$ cat config.mk
export PLATFORM = sky130hd
export DESIGN_NAME = dut
export DESIGN_NICKNAME = d
export VERILOG_FILES = /design/src/rtl/dut.sv
export SDC_FILE = /design/constraint.sdc
export NUM_CORES = 1
export LEC_CHECK = 0
export ABC_AREA = 1
export CORE_UTILIZATION = 23
export CTS_CLUSTER_SIZE = 24
export DETAILED_ROUTE_END_ITERATION = 12
export PLACE_DENSITY_LB_ADDON = 0.25
export SLEW_MARGIN = 20
export SYNTH_ARGS = -nofsm -noshare
export SYNTH_HDL_FRONTEND = slang
export SYNTH_SLANG_ARGS = --single-unit
$ cat constraint.sdc
create_clock -name Clock -period 2.56 [get_ports Clock]
set_input_delay 0.512 -clock Clock [delete_from_list [all_inputs] [get_ports Clock]]
set_output_delay 0.512 -clock Clock [all_outputs]
set_load 0.005 [all_outputs]
$ cat src/rtl/dut.sv
// 802.11a bit path: x^7+x^4+1 additive scrambler to Antenna, descrambler loopback to Output.
// Scrambling is built only when DUT_SCRAMBLE_EN is defined; otherwise Antenna carries Input unchanged.
module dut #(
    parameter logic [6:0] SEED      = 7'b1111111,
    parameter int         FRAME_LEN = 127
) (
    input  logic Clock,
    input  logic Reset,
    input  logic Start,
    input  logic Input,
    output logic Antenna,
    output logic Output
);

    typedef enum logic {IDLE, ACTIVE} state_t;

    localparam logic [15:0] LAST_COUNT = 16'(FRAME_LEN - 1);

    state_t      state_reg;
    logic [15:0] count_reg;
    logic        tx_valid_reg;
    logic        f_tx;
    logic        f_rx;
    logic        frame_load;

    assign frame_load = (state_reg == IDLE) && Start;

`ifdef DUT_SCRAMBLE_EN
    // An all-zero seed would lock the LFSR, so it falls back to all ones.
    localparam logic [6:0] SEED_INIT = (SEED == 7'd0) ? 7'b1111111 : SEED;

    logic [6:0] lfsr_tx_reg;
    logic [6:0] lfsr_rx_reg;

    assign f_tx = lfsr_tx_reg[6] ^ lfsr_tx_reg[3];
    assign f_rx = lfsr_rx_reg[6] ^ lfsr_rx_reg[3];

    always_ff @(posedge Clock or negedge Reset) begin
        if (!Reset) begin
            lfsr_tx_reg <= SEED_INIT;
            lfsr_rx_reg <= SEED_INIT;
        end else begin
            if (frame_load)
                lfsr_tx_reg <= SEED_INIT;
            else if (state_reg == ACTIVE)
                lfsr_tx_reg <= {lfsr_tx_reg[5:0], f_tx};

            // Reload wins over the final advance of a just-finished frame.
            if (frame_load)
                lfsr_rx_reg <= SEED_INIT;
            else if (tx_valid_reg)
                lfsr_rx_reg <= {lfsr_rx_reg[5:0], f_rx};
        end
    end
`else
    assign f_tx = 1'b0;
    assign f_rx = 1'b0;
`endif

    always_ff @(posedge Clock or negedge Reset) begin
        if (!Reset) begin
            state_reg    <= IDLE;
            count_reg    <= '0;
            tx_valid_reg <= 1'b0;
            Antenna      <= 1'b0;
        end else begin
            case (state_reg)
                IDLE: begin
                    Antenna      <= 1'b0;
                    tx_valid_reg <= 1'b0;
                    if (Start) begin
                        state_reg <= ACTIVE;
                        count_reg <= '0;
                    end
                end
                ACTIVE: begin
                    Antenna      <= Input ^ f_tx;
                    tx_valid_reg <= 1'b1;
                    count_reg    <= count_reg + 16'd1;
                    if (count_reg == LAST_COUNT)
                        state_reg <= IDLE;
                end
                default: state_reg <= IDLE;
            endcase
        end
    end

    always_ff @(posedge Clock or negedge Reset) begin
        if (!Reset)
            Output <= 1'b0;
        else if (tx_valid_reg)
            Output <= Antenna ^ f_rx;
        else
            Output <= 1'b0;
    end

endmodule

==> out/results.ini <==
[status]
status=finished clean

[route]
wl_per_cell_um=11.5
ant_nets=0
vias=971
via_per_inst=4.19
drt_iter0_markers=47
wirelength_um=2660
drc=0
drt-pass1-iter-count=4

[global_route]
overflow=0
grt_usage_pct=11.6
grt.met1_usage_pct=15.3
grt_pass1_wl_um=4550
grtUsageMet3_pct=3.45
grt_most_used_layer=met2
antenna_found_initial=0
use_met2_pct=18.3
grt_pass1_vias=945
grt_max_degree=21

[yosys]
yosys_warnings=0
synth-seq-cells=20
syn-instance-count=157
netlist_area_mm2=0.00115
ys_types=19
yosysSeqAreaShare_pct=43.4
syn_nets=163
postSynthAreaPerCell_um2=7.35

[worst_setup_path]
startpoint_type=register
crit_family=buffers and inverters
cp_max_fo=2
cpMaxStageDelayCell=clkdlybuf4s50_1
crit_chain=clkdlybuf4s50_1
worst_ep_required_time_ns=2.05
path_buf_inv=1
path_class=reg -> out
critPathMaxStageDelay_ns=0.50
end_kind=output port
cp_data_arrival_time_ns=1.11

[die]
start_util_pct=24.1
die_y_um=72.8
core-area_mm2=0.00479
ios=6
chipWidth_um=72.8
die_area_mm2=0.00530
rows=25

[clock_tree]
cts_resized=0
htree_levels=1
root_buffer=clkbuf_8
post_cts_buffers=0
numClockSinks=20
ctsHoldBuffers=0
cts-buffers-inserted=3
ctsLongestPathBuffers=2
cts_tree=done
insertion_delay_ns=0.26
clk_pin_slew_worst_paths_ns=0.08

[sta]
maxSlewViolCount=0
clock_skew_ns=0.00197
tns_ns=0
clock.fmax_ghz=0.618
tightestPinTransition_ns=0.571
hold_viol=0
rsz0062_at_grt=no
fin_crit_sh_pct=63.2
relSlewSlack_pct=61.9
setup_viol_count_final=0
period_needed_ns=1.62

[placed_design]
finalWeightedCongestion=0.782
place_hpwl_um=2040
port_buffers=5

[finish]
fillers=521
drive_above_1_share_pct=10.9
area_growth_pct=15.9
nets=172
largest_reg_flops=16
fin_util_pct=27.9
antenna_cells=0

[power_and_ir_drop]
p_per_area_mw_per_mm2=439
leakage_uw=0.000687
peakVddDrop_uv=325

[hold_path]
hold_class=reg -> reg

[job]
cap_viol_max_count=0

[synthesized netlist by cell type]
master	number	area, um^2
o21ai_1	1	5.00
nand2_1	41	154
o211ai_1	1	7.51
nand4_1	9	56.3
o21ai_0	6	30.0
nand3_1	8	40.0
dfrtp_1	20	500
nand3_2	2	20.0
a21oi_1	5	25.0
nor2_2	2	12.5
nand2_2	6	37.5
buf_2	1	5.00
nor3_4	1	16.3
nor2_4	2	22.5
nor2_1	16	60.1
o22ai_1	2	12.5
inv_1	31	116
ha_1	2	25.0
buf_4	1	7.51
[worst register-to-register path, cell delays in order, from the launching register on]
cell and delay, ns:
dfrtp_1 0.71, inv_1 0.17, nand2_1 0.15, inv_1 0.15, nand2_1 0.08, o21ai_0 0.08
[kinds of logic (layout without fill, tap and decap cells)]
kind of cell / Yosys count / after routing / share of synthesized area (%)
adder cells (fa/ha/maj): 2 / 2 / 2.17
AND/OR/NAND/NOR: 87 / 87 / 36.3
buffers and inverters: 33 / 41 / 11.2
flip-flops: 20 / 20 / 43.4
AO/OA/AOI/OAI: 15 / 15 / 6.94
[report_power, final]
group          internal (uW)  switching [uW]
sequential               317           0.527
combinational           8.22            8.47
clock                    137             115
total                    463             124
[per-stage QoR]
step / instances / setup slack (ns) / power, uW / hold WS, ns / instance area, um^2
global placement: 228 / 0.855 / 342 / 0.423 / 1280
global route: 232 / 0.886 / 607 / 0.456 / 1340
CTS: 232 / 0.928 / 597 / 0.441 / 1340
floorplan: 157 / 1.43 / 326 / 0.216 / 1150
finish: 232 / 0.941 / 587 / 0.436 / 1340
detailed placement: 228 / 0.835 / 341 / 0.422 / 1280
[per-layer routing]
layer,vias to the layer above,wire length [um]
li1,509,-
met1,448,1330
met3,4,77
met4,0,40
met2,10,1210
met5,-,0
[placed cells by master, fill, tap and decap left out]
master           instances
nand2_1                 41
inv_1                   31
dfrtp_1                 20
nor2_1                  16
nand4_1                  9
nand3_1                  8
nand2_2                  6
o21ai_0                  6
a21oi_1                  5
clkdlybuf4s50_1          5
clkbuf_8                 4
nor2_4                   2
nand3_2                  2
nor2_2                   2
o22ai_1                  2
ha_1                     2
nor3_4                   1
o211ai_1                 1
o21ai_1                  1
buf_4                    1
[final timing paths]
check	slack (ns)	start	depth (start not counted)	end
setup / recovery	0.94	Antenna	1	Antenna
hold / removal	0.44	tx_valid_reg	2	Output
setup reg to reg	1.11	state_reg	5	count_reg[1]
hold reg to reg	0.44	tx_valid_reg	2	Output
max in group asynchronous	1.75	Reset	2	count_reg[0]
min in group asynchronous	0.59	Reset	2	Antenna
[final cells by class]
cell class,instances,area [um^2],area share [%]
Multi-Input combinational cell,104,524,39.2
Inverter,31,116,8.70
Clock buffer,4,55.1,4.12
Timing Repair Buffer,6,57.6,4.30
Sequential cell,20,500,37.4
Tap cell,67,83.8,6.27
No activity file was read; power rests on OpenSTA's default activity.
